File: src/rtl/tx_arbiter_if.sv
// ============================================================================
// Module  : tx_arbiter_if
// Brief   : Requester/Transmiter-side signal bundle of the tx_arbiter.
// Revision: 1.0 - initial release
// ============================================================================
`default_nettype none

interface tx_arbiter_if #(
  parameter int NUM_REQ = 4
);
  localparam int OW = (NUM_REQ > 1) ? $clog2(NUM_REQ) : 1;

  logic [NUM_REQ-1:0]    req;
  logic [10*NUM_REQ-1:0] data;
  logic [NUM_REQ-1:0]    ack;
  logic                  start;
  logic [9:0]            swout;
  logic                  busy;
  logic [OW-1:0]         owner;

  // master = requesters / observers, slave = the arbiter itself
  modport master (
    output req, data,
    input  ack, start, swout, busy, owner
  );

  modport slave (
    input  req, data,
    output ack, start, swout, busy, owner
  );
endinterface

`default_nettype wire

File: src/rtl/tx_arbiter.sv
// ============================================================================
// Module  : tx_arbiter
// Brief   : Round-robin scheduler sharing one serial Transmiter between
//           NUM_REQ requesters; holds the link for frame + gap per grant.
//           Define TX_ARB_FIXED_PRIO_EN for fixed lowest-index-wins priority.
// Revision: 1.0 - initial release
// ============================================================================
`default_nettype none

module tx_arbiter #(
  parameter int NUM_REQ      = 4,
  parameter int FRAME_CYCLES = 5500,
  parameter int GAP_CYCLES   = 500
) (
  input logic         clk_i,
  input logic         rst_ni,
  tx_arbiter_if.slave bus
);

  localparam int OW   = (NUM_REQ > 1) ? $clog2(NUM_REQ) : 1;
  localparam int MAXC = (FRAME_CYCLES > GAP_CYCLES) ? FRAME_CYCLES : GAP_CYCLES;
  localparam int CW   = (MAXC > 1) ? $clog2(MAXC) : 1;

  localparam logic [CW-1:0] C_FRAME_LOAD = CW'(FRAME_CYCLES - 1);
  localparam logic [CW-1:0] C_GAP_LOAD   = CW'((GAP_CYCLES > 0) ? GAP_CYCLES - 1 : 0);
  localparam logic [OW:0]   C_NUM_REQ    = (OW + 1)'(NUM_REQ);
  localparam logic [OW-1:0] C_LAST       = OW'(NUM_REQ - 1);

  typedef enum logic [1:0] {
    S_IDLE = 2'd0,
    S_SEND = 2'd1,
    S_GAP  = 2'd2
  } state_e;

  state_e               state_q, state_d;
  logic [CW-1:0]        cnt_q, cnt_d;
  logic [9:0]           swout_q, swout_d;
  logic [NUM_REQ-1:0]   ack_q, ack_d;
  logic                 start_q, start_d;
  logic                 busy_q, busy_d;
  logic [OW-1:0]        owner_q, owner_d;

  logic [OW-1:0]        w_ptr;
  logic [OW-1:0]        w_winner;
  logic                 w_found;
  logic [9:0]           w_words [NUM_REQ];

  for (genvar g = 0; g < NUM_REQ; g++) begin : g_unpack
    assign w_words[g] = bus.data[10*g +: 10];
  end

`ifdef TX_ARB_FIXED_PRIO_EN
  assign w_ptr = '0;
`else
  logic [OW-1:0] ptr_q, ptr_d;

  assign w_ptr = ptr_q;

  always_comb begin
    ptr_d = ptr_q;
    if (state_q == S_IDLE && w_found) begin
      ptr_d = (w_winner == C_LAST) ? '0 : w_winner + 1'b1;
    end
  end

  always_ff @(posedge clk_i or negedge rst_ni) begin
    if (!rst_ni) begin
      ptr_q <= '0;
    end else begin
      ptr_q <= ptr_d;
    end
  end
`endif

  // Search from w_ptr upward, wrapping modulo NUM_REQ; first set bit wins.
  always_comb begin
    logic [OW:0] idx;
    idx      = '0;
    w_found  = 1'b0;
    w_winner = '0;
    for (int k = 0; k < NUM_REQ; k++) begin
      idx = {1'b0, w_ptr} + (OW + 1)'(k);
      if (idx >= C_NUM_REQ) begin
        idx = idx - C_NUM_REQ;
      end
      if (!w_found && bus.req[idx[OW-1:0]]) begin
        w_found  = 1'b1;
        w_winner = idx[OW-1:0];
      end
    end
  end

  always_comb begin
    state_d = state_q;
    cnt_d   = cnt_q;
    swout_d = swout_q;
    ack_d   = '0;
    start_d = 1'b0;
    busy_d  = busy_q;
    owner_d = owner_q;

    case (state_q)
      S_IDLE: begin
        if (w_found) begin
          swout_d          = w_words[w_winner];
          ack_d[w_winner]  = 1'b1;
          start_d          = 1'b1;
          busy_d           = 1'b1;
          owner_d          = w_winner;
          cnt_d            = C_FRAME_LOAD;
          state_d          = S_SEND;
        end
      end

      S_SEND: begin
        if (cnt_q == '0) begin
          if (GAP_CYCLES > 0) begin
            cnt_d   = C_GAP_LOAD;
            state_d = S_GAP;
          end else begin
            busy_d  = 1'b0;
            state_d = S_IDLE;
          end
        end else begin
          cnt_d = cnt_q - 1'b1;
        end
      end

      S_GAP: begin
        if (cnt_q == '0) begin
          busy_d  = 1'b0;
          state_d = S_IDLE;
        end else begin
          cnt_d = cnt_q - 1'b1;
        end
      end

      default: begin
        state_d = S_IDLE;
      end
    endcase
  end

  always_ff @(posedge clk_i or negedge rst_ni) begin
    if (!rst_ni) begin
      state_q <= S_IDLE;
      cnt_q   <= '0;
      swout_q <= '0;
      ack_q   <= '0;
      start_q <= 1'b0;
      busy_q  <= 1'b0;
      owner_q <= '0;
    end else begin
      state_q <= state_d;
      cnt_q   <= cnt_d;
      swout_q <= swout_d;
      ack_q   <= ack_d;
      start_q <= start_d;
      busy_q  <= busy_d;
      owner_q <= owner_d;
    end
  end

  assign bus.ack   = ack_q;
  assign bus.start = start_q;
  assign bus.swout = swout_q;
  assign bus.busy  = busy_q;
  assign bus.owner = owner_q;

endmodule

`default_nettype wire

File: src/flat_wrapper.sv
// flat-port wrapper written by rule: the top's interface ports become plain ports
module tx_arbiter_flat 
#(
  parameter int NUM_REQ      = 4,
  parameter int FRAME_CYCLES = 5500,
  parameter int GAP_CYCLES   = 500
)
  (clk_i, rst_ni, bus_req, bus_data, bus_ack, bus_start, bus_swout, bus_busy, bus_owner);
  tx_arbiter_if #(.NUM_REQ(NUM_REQ)) bus_i ();
  input logic clk_i;
  input logic rst_ni;
  input wire logic [$bits(bus_i.req)-1:0] bus_req;
  input wire logic [$bits(bus_i.data)-1:0] bus_data;
  output wire logic [$bits(bus_i.ack)-1:0] bus_ack;
  output wire logic [$bits(bus_i.start)-1:0] bus_start;
  output wire logic [$bits(bus_i.swout)-1:0] bus_swout;
  output wire logic [$bits(bus_i.busy)-1:0] bus_busy;
  output wire logic [$bits(bus_i.owner)-1:0] bus_owner;
  assign bus_i.req = bus_req;
  assign bus_i.data = bus_data;
  assign bus_ack = bus_i.ack;
  assign bus_start = bus_i.start;
  assign bus_swout = bus_i.swout;
  assign bus_busy = bus_i.busy;
  assign bus_owner = bus_i.owner;
  tx_arbiter #(.NUM_REQ(NUM_REQ), .FRAME_CYCLES(FRAME_CYCLES), .GAP_CYCLES(GAP_CYCLES)) u_core (.clk_i(clk_i), .rst_ni(rst_ni), .bus(bus_i));
endmodule
File: config.mk
export PLATFORM = sky130hd
export DESIGN_NAME = tx_arbiter_flat
export DESIGN_NICKNAME = d
export VERILOG_FILES = /design/src/rtl/tx_arbiter_if.sv /design/src/rtl/tx_arbiter.sv /design/src/flat_wrapper.sv
export SDC_FILE = /design/constraint.sdc
export NUM_CORES = 1
export LEC_CHECK = 0
export BUFFER_PORTS_ARGS = -buffer_cell sky130_fd_sc_hd__buf_2
export CAP_MARGIN = 20
export CELL_PAD_IN_SITES_DETAIL_PLACEMENT = 1
export CELL_PAD_IN_SITES_GLOBAL_PLACEMENT = 1
export CORE_ASPECT_RATIO = 2
export CORE_MARGIN = 5
export CORE_UTILIZATION = 41
export DETAILED_ROUTE_END_ITERATION = 6
export PLACE_DENSITY = 0.83
export SYNTH_ARGS = -nofsm -noshare
export SYNTH_HDL_FRONTEND = slang
export SYNTH_SLANG_ARGS = --single-unit
export TNS_END_PERCENT = 20
File: constraint.sdc
create_clock -name clk_i -period 3.1 [get_ports clk_i]
set_input_delay 0.31 -clock clk_i [delete_from_list [all_inputs] [get_ports clk_i]]
set_output_delay 0.31 -clock clk_i [all_outputs]
set_load 0.03 [all_outputs]
======== Word-level counts from Yosys, hierarchy flattened ========
Cells that the tools add are included.
word-level totals
  output and inout port bits .............. 18
  word-level logic and storage cells ...... 93
  bits in registers ....................... 35
  bits of input ports ..................... 46
operators by class
  magnitude comparators ................... 11
  bitwise gates (word level) .............. 1
  reduce and logical (&&, ||, !) cells .... 16
  add/sub/neg operators ................... 9
  equality and inequality tests ........... 7
  mux-type cells .......................... 41
operators with widths
  cell                   count
  $mux 13                3
  $pmux 13 s3            1
  $mux 2                 12
  $bmux 10 s2            1
  $mux 10                2
  $lt 2x3->1 const B     5
  $logic_not 13->1       1
  $mux 1                 13
  $sub 13x1->13 const B  1
  $ge 3x3->1 const B     4
  $reduce_and 3->1       3
  $bmux 1 s2             4
  $mux 4                 2
  $sub 2x1->2 const B    4
  $add 2x2->3 const B    2
  $ne 2x1->1 const B     3
  $pmux 2 s3             1
  $logic_and 1x1->1      5
  $eq 2x2->1 const B     2
  $add 2x1->3 const B    1
  $ge 2x3->1 const B     1
  $logic_not 1->1        3
  $not 2->3              1
  $reduce_bool 3->1      1
  other kinds (9)        9

======== Longest topological paths before layout ========
Gate-level depths: netlist of run 1.
  depth in word-level cells ............... 20
  gate-level depth with buffers ........... 8
  depth with buffers taken out ............ 7

======== Worst setup path before layout of run 1 ========
No wires, ideal clock.
  path type ............................... flip-flop to flip-flop
  from .................................... register u_core.cnt_q[0]
  to ...................................... register u_core.cnt_q[4]
  required time ........................... 2.979 ns
  arrival time ............................ 1.663 ns
  period minus slack after synthesis ...... 1.784 ns
  cell stages (with the launch flop) ...... 9
  path buffers ............................ 1
  path slack .............................. 1.316 ns
  cell sequence ........................... dfrtp_1 inv_1 ha_1 nor4b_2 nand4_1 and2_0 clkbuf_2 o21a_1 o22a_1
between the ends
  longest elaborated chain between the ends .. 3
RTL lines
  what                                                      RTL line           RTL
  start: declaration                                        tx_arbiter.sv:36   logic [CW-1:0] cnt_q, cnt_d;
  start signal: assignment                                  tx_arbiter.sv:155  cnt_q <= cnt_d;
  $sub 13x1->13 / $logic_not 13->1 (equally long branches)  n/a
  $mux 13 (tied with other cells)                           tx_arbiter.sv:130  if (cnt_q == '0) begin
  $pmux 13 s3 / $reduce_and 3->1 (equally long branches)    n/a
Several ways; a longest one is shown, not always the timed one. The select of a mux whose other input is x is not followed.
A chain may end at the register's enable or synchronous reset.

======== Worst setup path in the final report of run 1 ========
  from .................................... register u_core.cnt_q[0]
  to ...................................... register u_core.cnt_q[1]
The elaborated chain is that of the path after synthesis.

==> metrics.md, run 1 <==
| Metric | Value |
|---|---|
| RSZ-0062 raised after global routing | false |
| CTS Buffer Depth | 2 |
| GPL Wtd Cong | 0.867 |
| Synth Area per Inst | 9.54 µm² |
| Post-CTS sizing | 0 |
| Layout Skew | 0.00531 ns |
| Post-Place Worst Slack | 0.913 ns |
| RR Startpoint | u_core.cnt_q[0] |
| Core ar. | 0.00514 mm² |
| Total negative setup slack | 0 ns |
| Global route overflow | 0 |
| Highest metal used | met4 |
| # fillers | 636 |
| WL final | 6550 µm |
| Critical path start-end classification | reg2reg |
| Clk root buf | clkbuf_8 |
| Outcome | completed |
| Post-synth cell types | 48 |
| Fin worst setup slack | 0.918 ns |
| Peak supply drop | 0.484 mV |
| Critical path origin | u_core.cnt_q[0] |
| Die X | 61.3 µm |
| Ys flop type | dfrtp_1 |
| Slew HR | 45.4% |
| First-pass GRT wire length | 10700 µm |
| Clock sinks | 35 |
| Tcrit/Tclk final | 70.4% |
| Max-cap viol count | 0 |
| Wire length on met1 | 2180 µm |
| Setup Fix Bufs, Post-CTS | 0 |
| DRT iter0 DRCs | 63 |
| Port Buffer Count | 63 |
| IO Count | 64 |
| Top cell type's share of synthesized area | 40.6% |
| Met2 routed WL | 3730 µm |
| R2r worst-path depth | 7 |
| Arrival time at the worst endpoint | 2.37 ns |
| Area growth syn-to-layout | 21.5% |
| Setup crit start kind | register |
| Initial antenna violation count | 0 |
| Fmax | 0.458 GHz |
| First-pass DRT Iterations | 4 |
| # diodes | 0 |
| Async SR Flop Fraction | 100% |
| Power density over the cells | 931 mW/mm² |
| Synthesized cell area | 0.00216 mm² |
| Cell Count, Final, Fillers Out | 353 |
| Nets | 350 |
| Inserted Clock Buffers | 5 |
| Synth warn | 0 |
| Post-route DRC violation count | 0 |
| Worst min path class | in2async |
| Slew Limit Fails | 0 |
| Final setup violation count | 0 |
| Chip height | 113 µm |
| Layout cells sized above 1 | 29.5% |
| Worst-margin pin slew | 0.818 ns |
| Leading cell type in the layout, fill and taps excluded | buf_2 |
| Met3 routed WL | 253 µm |
| #FFs+latches synth | 35 |
| Htree depth | 2 |
| TritonCTS clock tree | built |
| Seq/Total Area, Yosys | 40.6% |
| Vias in the first global route | 2376 |
| Crit path required time | 3.29 ns |
| Initial core utilization | 42.0% |
| Post-synth EDFFs | 0 |
| Clock-pin slew on the worst setup and hold paths | 0.07 ns |
| Worst-Skew Late Latency | 0.28 ns |
| Largest net degree at the start of global routing | 36 |
| Crit-path max FO | 8 |
| Vias per cell | 5.87 |
| Syn nets | 282 |
| Post-CTS Hold Fix Bufs | 0 |
| LEAKAGE | 1.27 nW |
| Hpwl dp | 5210 µm |
| Inst Count DP | 345 |
| Vias | 2072 |
| Cells after Synth | 226 |
| Most frequent cells in the layout | 63 x buf_2, 35 x dfrtp_1, 28 x nor2_1 |
| Minimum clock period | 2.18 ns |
| Synth top area cells | dfrtp_1 41%, ha_1 5.8%, nor2_1 4.9% |
| Synth area leader | dfrtp_1 |
| FP Rows | 37 |
| DIE AREA | 0.00690 mm² |
| Number of nets with antenna violations after routing | 0 |
| Total track usage | 20.8% |
| Crit path capture type | register |
| DR WL/cell | 18.5 µm |
| Final hold vios | 0 |
-- area by class of cell --
type | count | area, µm² | share of cell area (%)
Inverter | 10 | 40.0 | 1.53
Sequential cell | 35 | 876 | 33.4
Clock inverter | 1 | 5.00 | 0.191
Clock buffer | 7 | 76.3 | 2.91
Multi-Input combinational cell | 177 | 1220 | 46.6
Tap cell | 58 | 72.6 | 2.77
Timing Repair Buffer | 65 | 330 | 12.6
-- critical path, stage by stage, from the launching register on --
cell      delay, ns
dfrtp_1        0.44
inv_1          0.13
ha_1           0.14
nor4b_2        0.28
nand3_1        0.28
o211ai_2       0.48
nor2_1         0.13
a21oi_1        0.20
-- cell families (layout without fill, tap and decap cells) --
| family | count (synthesis) | count (layout) | share of synthesized area [%] |
|---|---|---|---|
| buf+inv | 14 | 83 | 2.78 |
| flops | 35 | 35 | 40.6 |
| xor+xnor | 3 | 3 | 1.22 |
| fa+ha+maj | 10 | 10 | 5.80 |
| compound gates | 71 | 71 | 23.3 |
| simple gates | 81 | 81 | 19.5 |
| mux | 12 | 12 | 6.79 |
-- state kept, by name, summed over array words and instances (netlist names) --
name,flops
u_core.ptr_q,2
u_core.bus.busy,1
u_core.bus.owner,2
u_core.cnt_q,13
u_core.state_q,2
u_core.bus.start,1
u_core.bus.ack,4
u_core.bus.swout,10
-- synthesized netlist by cell type (6+ instances only) --
cell / instances
dfrtp_1: 35
mux2i_1: 6
inv_1: 9
o21ai_0: 11
nand3_1: 9
a21oi_1: 16
ha_1: 10
nand2_1: 12
and3_1: 6
nor2_1: 28
a211oi_1: 11
-- final timing paths --
kind                                  endpoint  slack, ns
max                            u_core.cnt_q[1]       0.92
min in group clk_i         u_core.bus.swout[8]       0.35
min                          u_core.bus.ack[0]       0.12
max reg2reg                    u_core.cnt_q[1]       0.92
min reg2reg                u_core.bus.owner[1]       0.49
max in group asynchronous     u_core.cnt_q[11]       2.46
-- metrics by stage --
| step | hold slack, ns | total power, mW | instance area (µm²) | util [%] |
|---|---|---|---|---|
| floorplan | 0.0144 | 1.72 | 2160 | - |
| global placement | 0.439 | 2.09 | 2540 | 49.4 |
| detailed placement | 0.453 | 2.13 | 2540 | 49.4 |
| CTS | 0.139 | 2.47 | 2620 | 51.0 |
| global route | 0.173 | 2.61 | 2620 | 51.0 |
| finish | 0.118 | 2.44 | 2620 | 51.0 |
-- per-layer routing --
layer / GRT usage (%) / vias up
met1: 19.3 / 1004
met2: 37.9 / 70
met4: 14.9 / 0
met5: 0 / -
li1: - / 972
met3: 2.88 / 26
-- report_power, final --
part | leakage [nW] | total (mW) | switching [mW] | internal [mW]
sequential | 0.419 | 0.804 | 0.164 | 0.640
combinational | 0.805 | 1.31 | 0.820 | 0.494
clock | 0.0422 | 0.322 | 0.165 | 0.158
No activity file was read; power rests on OpenSTA's default activity.
==> inputs of run 2 (changes only) <==
ABC_AREA = 1   (was unset)
CORE_UTILIZATION = 38   (was 41)
PLACE_DENSITY = 0.8   (was 0.83)
clock period = 2.2 ns   (was 3.1 ns; I/O delays follow)
==> metrics.md, run 2 <==
| Metric | Value |
|---|---|
| Core ar. | 0.00662 mm² (was 0.00514 mm²) |
| Global route overflow | 0 (unchanged) |
| Post-synth EDFFs | 0 (unchanged) |
| Layout Skew | 0.00455 ns (was 0.00531 ns) |
| Chip height | 126 µm (was 113 µm) |
| IO Count | 64 (unchanged) |
| RSZ-0062 raised after global routing | true (was false) |
| Number of nets with antenna violations after routing | 0 (unchanged) |
| Peak supply drop | 0.940 mV (was 0.484 mV) |
| Initial antenna violation count | 0 (unchanged) |
| Nets | 502 (was 350) |
| Syn nets | 426 (was 282) |
| GPL Wtd Cong | 0.840 (was 0.867) |
| Worst hold slack | 0.0523 ns (was 0.118 ns) |
| Ys flop type | dfrtp_1 (unchanged) |
| Largest Register | u_core.cnt_q (unchanged) |
| Post-CTS Hold Fix Bufs | 0 (unchanged) |
| Cell with the most instances after synthesis | nand2_1 (was dfrtp_1) |
| Vias | 2664 (was 2072) |
| Highest-delay cell along the critical path | dfrtp_1 (was o211ai_2) |
| CTS Buffer Depth | 2 (unchanged) |
| Post-route DRC violation count | 0 (unchanged) |
| Sw Share | 53.1% (was 47.1%) |
| # fillers | 929 (was 636) |
| Fmax | 0.485 GHz (was 0.458 GHz) |
| Synthesized cell area | 0.00256 mm² (was 0.00216 mm²) |
| Top cell type's share of synthesized area | 34.1% (was 40.6%) |
| Net Sw Power | 3.06 mW (was 1.15 mW) |
| WL final | 8020 µm (was 6550 µm) |
| Initial core utilization | 38.7% (was 42.0%) |
| DIE AREA | 0.00859 mm² (was 0.00690 mm²) |
| Slew Limit Fails | 0 (unchanged) |
| Clock-pin slew on the worst setup and hold paths | 0.05 ns (was 0.07 ns) |
| Post-DP Area | 0.00304 mm² (was 0.00254 mm²) |
| Hpwl dp | 6520 µm (was 5210 µm) |
| Area of the multi-input gates | 0.00141 mm² (was 0.00122 mm²) |
| Inserted Clock Buffers | 5 (unchanged) |
| CP Cell Sequence | inv_2 > nand2_2 > nand2_4 > nand2_1 > o21ai_2 > inv_2 > nand3_1 > nand2_2 > inv_2 > nand2_1 > o21a_1 (was inv_1 > ha_1 > nor4b_2 > nand3_1 > o211ai_2 > nor2_1 > a21oi_1) |
| Slew HR | 42.7% (was 45.4%) |
| Htree depth | 2 (unchanged) |
| Post-route cell area | 0.00321 mm² (was 0.00262 mm²) |
| Synth Area per Inst | 6.93 µm² (was 9.54 µm²) |
| Clock sinks | 35 (unchanged) |
| Layout cells sized above 1 | 26.5% (was 29.5%) |
| Crit path capture type | register (unchanged) |
| Largest net degree at the start of global routing | 36 (unchanged) |
| Pint | 2.71 mW (was 1.29 mW) |
| Critical path start-end classification | reg2reg (unchanged) |
| DR WL/cell | 15.0 µm (was 18.5 µm) |
| Outcome | completed (unchanged) |
| Fin worst setup slack | 0.139 ns (was 0.918 ns) |
| TritonCTS clock tree | built (unchanged) |
| Most used cell, CP | inv_2 |
| #FFs+latches synth | 35 (unchanged) |
| Critical path's largest stage delay | 0.45 ns (was 0.48 ns) |
| Post-Place Worst Slack | 0.119 ns (was 0.913 ns) |
| Combinational Power Share | 67.5% (was 53.8%) |
| Clk pwr share | 12.3% (was 13.2%) |
| Die X | 68.1 µm (was 61.3 µm) |
| Most frequent cells in the layout | 93 x nand2_1, 63 x buf_2, 59 x inv_1 (was 63 x buf_2, 35 x dfrtp_1, 28 x nor2_1) |
| Cells after Synth | 370 (was 226) |
| Setup Fix Bufs, Post-CTS | 0 (unchanged) |
| Power density over the cells | 1800 mW/mm² (was 931 mW/mm²) |
| Synth top area cells | dfrtp_1 34%, nand2_1 14%, inv_1 8.6% (was dfrtp_1 41%, ha_1 5.8%, nor2_1 4.9%) |
| DRT iter0 DRCs | 65 (was 63) |
| FP Rows | 42 (was 37) |
| Tcrit/Tclk final | 93.7% (was 70.4%) |
| Top cells by count, synth | 94 x nand2_1, 59 x inv_1, 42 x nor2_1, 41 x nand3_1, 35 x dfrtp_1 (was 35 x dfrtp_1, 28 x nor2_1, 16 x a21oi_1, 12 x nand2_1) |
| Synth area leader | dfrtp_1 (unchanged) |
| Arrival time at the worst endpoint | 2.23 ns (was 2.37 ns) |
| LEAKAGE | 1.78 nW (was 1.27 nW) |
| Synth warn | 0 (unchanged) |
| Crit path required time | 2.37 ns (was 3.29 ns) |
| Max-cap viol count | 0 (unchanged) |
| Worst-margin pin slew | 0.859 ns (was 0.818 ns) |
| Seq/Total Area, Yosys | 34.1% (was 40.6%) |
| First-pass DRT Iterations | 4 (unchanged) |
| Vias per cell | 4.99 (was 5.87) |
| # diodes | 0 (unchanged) |
| Leading cell type in the layout, fill and taps excluded | nand2_1 (was buf_2) |
| Seq pwr share | 20.2% (was 32.9%) |
| Worst min path class | in2async (unchanged) |
| Minimum clock period | 2.06 ns (was 2.18 ns) |
| Final setup violation count | 0 (unchanged) |
| Sequential standard cell area | 877 µm² (was 876 µm²) |
| Area growth syn-to-layout | 25.1% (was 21.5%) |
| Post-synth cell types | 38 (was 48) |
| Total track usage | 20.6% (was 20.8%) |
| Vias in the first global route | 2980 (was 2376) |
| Worst-Skew Late Latency | 0.28 ns (about the same) |
| Max reg flops | 13 (unchanged) |
| First-pass GRT wire length | 13500 µm (was 10700 µm) |
| Async SR Flop Fraction | 100% (unchanged) |
| Port Buffer Count | 63 (unchanged) |
| Clk root buf | clkbuf_16 (was clkbuf_8) |
| Crit-path max FO | 12 (was 8) |
| Final Core Density | 48.5% (was 51.0%) |
| Final hold vios | 0 (unchanged) |
| Final Total Pwr | 5.77 mW (was 2.44 mW) |
| Setup crit start kind | register (unchanged) |
==> run 2: cell count changes in the layout (fill, tap and decap cells not counted), sizes merged, moves of 5 or more <==
cell | previous run | this run
a211oi | 11 | 0
a21oi | 18 | 9
a221o | 5 | 0
and2 | 6 | 0
and3 | 6 | 0
buf | 65 | 75
inv | 10 | 65
mux2 | 6 | 1
mux2i | 6 | 0
nand2 | 12 | 108
nand3 | 9 | 44
nor2 | 29 | 47
nor4 | 5 | 0
or2 | 1 | 7
==> run 2: path summary, 6_finish.rpt <==
| check | start | endpoint | slack, ns | cells past startpoint |
|---|---|---|---|---|
| worst min-delay path | rst_ni | u_core.bus.swout[8] | 0.05 | 1 |
| worst max register to register | u_core.ptr_q[1] | u_core.bus.owner[0] | 0.14 | 11 |
| max in group asynchronous | rst_ni | u_core.ptr_q[0] | 1.57 | 1 |
| worst min register to register | u_core.bus.swout[1] | u_core.bus.swout[1] | 0.48 | 2 |
| worst max-delay path | u_core.ptr_q[1] | u_core.bus.owner[0] | 0.14 | 11 |
| min in group clk_i | bus_data[25] | u_core.bus.swout[5] | 0.26 | 5 |
==> run 2: cell type report <==
cell class | count | area share [%]
multi-input cells | 264 | 44.0
repair buffers | 75 | 13.0
inverters | 65 | 7.76
flip-flops and latches | 35 | 27.3
well taps | 88 | 3.43
clock buffers | 6 | 4.33
clock inverters | 1 | 0.156
==> run 2: layer usage <==
metal	GRT usage [%]	share of wire [%]	vias to the layer above
met5	0	0	-
met4	9.61	3.8	0
met3	3.83	3.8	22
met2	40.8	61	66
met1	18.2	32	1281
li1	-	-	1295
==> run 2: cell families (layout without fill, tap and decap cells) <==
| family | count (synthesis) | after routing | synth area share, % |
|---|---|---|---|
| AOI/OAI and AO/OA | 32 | 32 | 7.46 |
| DFF | 35 | 35 | 34.1 |
| muxes | 1 | 1 | 0.439 |
| adders and majority gates | 10 | 10 | 4.88 |
| and+or+nand+nor | 216 | 216 | 39.7 |
| xor gates and xnor gates | 5 | 5 | 1.71 |
| buffers and inverters | 71 | 147 | 11.7 |
==> run 2: metrics by stage <==
| stage | std cells | setup TNS, ns |
|---|---|---|
| 2_1_floorplan | 370 | 0 |
| 3_3_place_gp | 527 | 0 |
| 3_5_place_dp | 527 | 0 |
| 4_1_cts | 534 | 0 |
| 5_1_grt | 534 | -0.0126 |
| 6_report | 534 | 0 |
==> run 2: critical path, delay by kind of cell, from the launching register on <==
| kind | cells | cell delay (ns) |
|---|---|---|
| buf+inv | 3 | 0.49 |
| flops | 1 | 0.45 |
| simple gates | 6 | 0.73 |
| compound gates | 2 | 0.26 |
==> run 2: power by group through the flow <==
stage / clock (mW) / combinational (mW) / sequential (mW)
after floorplan: 0 / 2.53 / 1.42
after global placement: 0 / 3.75 / 1.16
after detailed placement: 0 / 3.87 / 1.17
after CTS: 0.735 / 3.91 / 1.16
after global routing: 0.750 / 4.37 / 1.21
final: 0.708 / 3.90 / 1.17
==> run 2: repair_timing <==
action	in CTS	in global routing
hold endpoints to repair	0	0
endpoints found under the setup margin	0	17
gates resized for setup	0	7
==> inputs of run 3 (changes only) <==
ABC_AREA = unset   (was 1)
CORE_UTILIZATION = 39   (was 38)
GPL_TIMING_DRIVEN = 0   (was unset)
PLACE_DENSITY = 0.79   (was 0.8)
TNS_END_PERCENT = 50   (was 20)
==> metrics.md, run 3 (synthesized netlist as in run 1, its figures left out) <==
| Metric | Value |
|---|---|
| Combinational Power Share | 51.3% (was 67.5%) |
| Area growth syn-to-layout | 25.6% (was 25.1%) |
| Post-Place Worst Slack | -0.0570 ns (was 0.119 ns) |
| Peak supply drop | 0.672 mV (was 0.940 mV) |
| Nets | 353 (was 502) |
| Worst setup path endpoint | u_core.cnt_q[4] (was u_core.bus.owner[0]) |
| Sw Share | 45.6% (was 53.1%) |
| Outcome | completed (unchanged) |
| Layout Skew | 0.00368 ns (was 0.00455 ns) |
| Htree depth | 2 (unchanged) |
| Pint | 1.97 mW (was 2.71 mW) |
| Final hold vios | 0 (unchanged) |
| Net Sw Power | 1.66 mW (was 3.06 mW) |
| Delay-heaviest family, CP | simple AND/OR/NAND/NOR gates (unchanged) |
| RR Startpoint | u_core.cnt_q[0] (was u_core.ptr_q[1]) |
| R2r worst-path depth | 8 (was 11) |
| Post-route DRC violation count | 0 (unchanged) |
| Slew HR | 45.2% (was 42.7%) |
| LEAKAGE | 1.31 nW (was 1.78 nW) |
| Hpwl dp | 5150 µm (was 6520 µm) |
| FF-to-FF End | u_core.cnt_q[4] (was u_core.bus.owner[0]) |
| Inserted Clock Buffers | 5 (unchanged) |
| Total track usage | 18.6% (was 20.6%) |
| Fin worst setup slack | 0.147 ns (was 0.139 ns) |
| IO Count | 64 (unchanged) |
| Highest-delay cell along the critical path | dfrtp_1 (unchanged) |
| WL final | 6550 µm (was 8020 µm) |
| Critical path origin | u_core.cnt_q[0] (was u_core.ptr_q[1]) |
| Layout cells sized above 1 | 31.2% (was 26.5%) |
| Die X | 62.6 µm (was 68.1 µm) |
| Clk pwr share | 17.1% (was 12.3%) |
| Setup crit start kind | register (unchanged) |
| Worst min path class | in2async (unchanged) |
| Worst-margin pin slew | 0.820 ns (was 0.859 ns) |
| Port Buffer Count | 63 (unchanged) |
| First-pass DRT Iterations | 4 (unchanged) |
| Fmax | 0.487 GHz (was 0.485 GHz) |
| Buf/Inv on CP | 2 (was 3) |
| Minimum clock period | 2.05 ns (was 2.06 ns) |
| First-pass GRT wire length | 10600 µm (was 13500 µm) |
| Largest net degree at the start of global routing | 36 (unchanged) |
| DR WL/cell | 18.3 µm (was 15.0 µm) |
| Critical path's largest stage delay | 0.46 ns (was 0.45 ns) |
| Critical path start-end classification | reg2reg (unchanged) |
| Chip height | 115 µm (was 126 µm) |
| Inst Count DP | 349 (was 527) |
| TritonCTS clock tree | built (unchanged) |
| Initial core utilization | 39.8% (was 38.7%) |
| Tcrit/Tclk final | 93.3% (was 93.7%) |
| # diodes | 0 (unchanged) |
| Global route overflow | 0 (unchanged) |
| WP depth | 8 (was 11) |
| Crit path capture type | register (unchanged) |
| Final setup violation count | 0 (unchanged) |
| Max-cap viol count | 0 (unchanged) |
| Reg-to-reg slack, setup | 0.15 ns (was 0.14 ns) |
| Most frequent cells in the layout | 63 x buf_2, 35 x dfrtp_1, 27 x nor2_1 (was 93 x nand2_1, 63 x buf_2, 59 x inv_1) |
| Clock sinks | 35 (unchanged) |
| Worst-Skew Late Latency | 0.30 ns (was 0.28 ns) |
| Slew Limit Fails | 0 (unchanged) |
| Max reg flops | 13 (unchanged) |
| Initial antenna violation count | 0 (unchanged) |
| Post-CTS Hold Fix Bufs | 0 (unchanged) |
| Clk root buf | clkbuf_8 (was clkbuf_16) |
| Largest Register | u_core.cnt_q (unchanged) |
| CP Cell Sequence | inv_1 > ha_1 > nor4b_4 > nand4_1 > and2_0 > clkbuf_2 > o21a_1 > o22a_1 (was inv_2 > nand2_2 > nand2_4 > nand2_1 > o21ai_2 > inv_2 > nand3_1 > nand2_2 > inv_2 > nand2_1 > o21a_1) |
| Crit path required time | 2.38 ns (was 2.37 ns) |
| Number of nets with antenna violations after routing | 0 (unchanged) |
| GPL Wtd Cong | 0.815 (was 0.840) |
| Arrival time at the worst endpoint | 2.23 ns (about the same) |
| Power density over the cells | 1340 mW/mm² (was 1800 mW/mm²) |
| Core ar. | 0.00542 mm² (was 0.00662 mm²) |
| Vias | 2044 (was 2664) |
| Clock-pin slew on the worst setup and hold paths | 0.08 ns (was 0.05 ns) |
| DIE AREA | 0.00721 mm² (was 0.00859 mm²) |
| Crit-path max FO | 7 (was 12) |
| Cell Count, Final, Fillers Out | 358 (was 534) |
| DRT iter0 DRCs | 44 (was 65) |
| Vias in the first global route | 2350 (was 2980) |
| Leading cell type in the layout, fill and taps excluded | buf_2 (was nand2_1) |
| Vias per cell | 5.71 (was 4.99) |
| Seq pwr share | 31.6% (was 20.2%) |
| CTS Buffer Depth | 2 (unchanged) |
| FP Rows | 38 (was 42) |
run 3: cell type report:
type                            count  area (µm²)
Clock inverter                      2        35.0
Fill cell                         683        2710
Timing Repair Buffer               64         323
Multi-Input combinational cell    177        1260
Inverter                           10        40.0
Buffer                              4        20.0
Sequential cell                    35         876
Tap cell                           60        75.1
Clock buffer                        6        82.6
run 3: stage by stage:
stage	power [mW]	util [%]	hold WS [ns]	TNS [ns]	area, µm²
finish	3.63	50.0	0.00918	0	2710
floorplan	2.42	-	-0.0756	0	2160
CTS	3.63	49.2	0.0404	0	2670
detailed placement	2.98	47.0	0.365	-0.114	2550
global placement	2.92	47.0	0.354	-0.00714	2550
global route	3.90	50.0	0.0719	-0.00575	2710
run 3: power groups by stage:
stage | combinational [mW] | clock (mW) | sequential [mW]
after floorplan | 1.05 | 0 | 1.37
after global placement | 1.78 | 0 | 1.14
after detailed placement | 1.84 | 0 | 1.15
after CTS | 1.85 | 0.637 | 1.14
after global routing | 2.06 | 0.657 | 1.19
final | 1.86 | 0.622 | 1.15
run 3: worst min-delay path by stage:
stage / startpoint / to / slack [ns] / depth (start not counted)
detailed placement: rst_ni / u_core.bus.ack[1] / 0.36 / 1
floorplan: rst_ni / u_core.bus.ack[0] / -0.08 / 0
global placement: rst_ni / u_core.bus.busy / 0.35 / 1
global route: rst_ni / u_core.cnt_q[1] / 0.07 / 1
finish: rst_ni / u_core.bus.ack[0] / 0.009 / 1
CTS: rst_ni / u_core.bus.ack[0] / 0.04 / 1
run 3: routing by layer:
metal	wire [µm]	up-vias	track usage (%)
li1	-	976	-
met1	2190	988	16.6
met2	3830	65	37.3
met3	328	15	4.50
met4	195	0	9.21
met5	0	-	0
run 3: what timing repair did:
action                     CTS  global route
resized for setup            1             5
setup buffers                0             1
cloned                       0             0
setup endpoints to repair    2            12
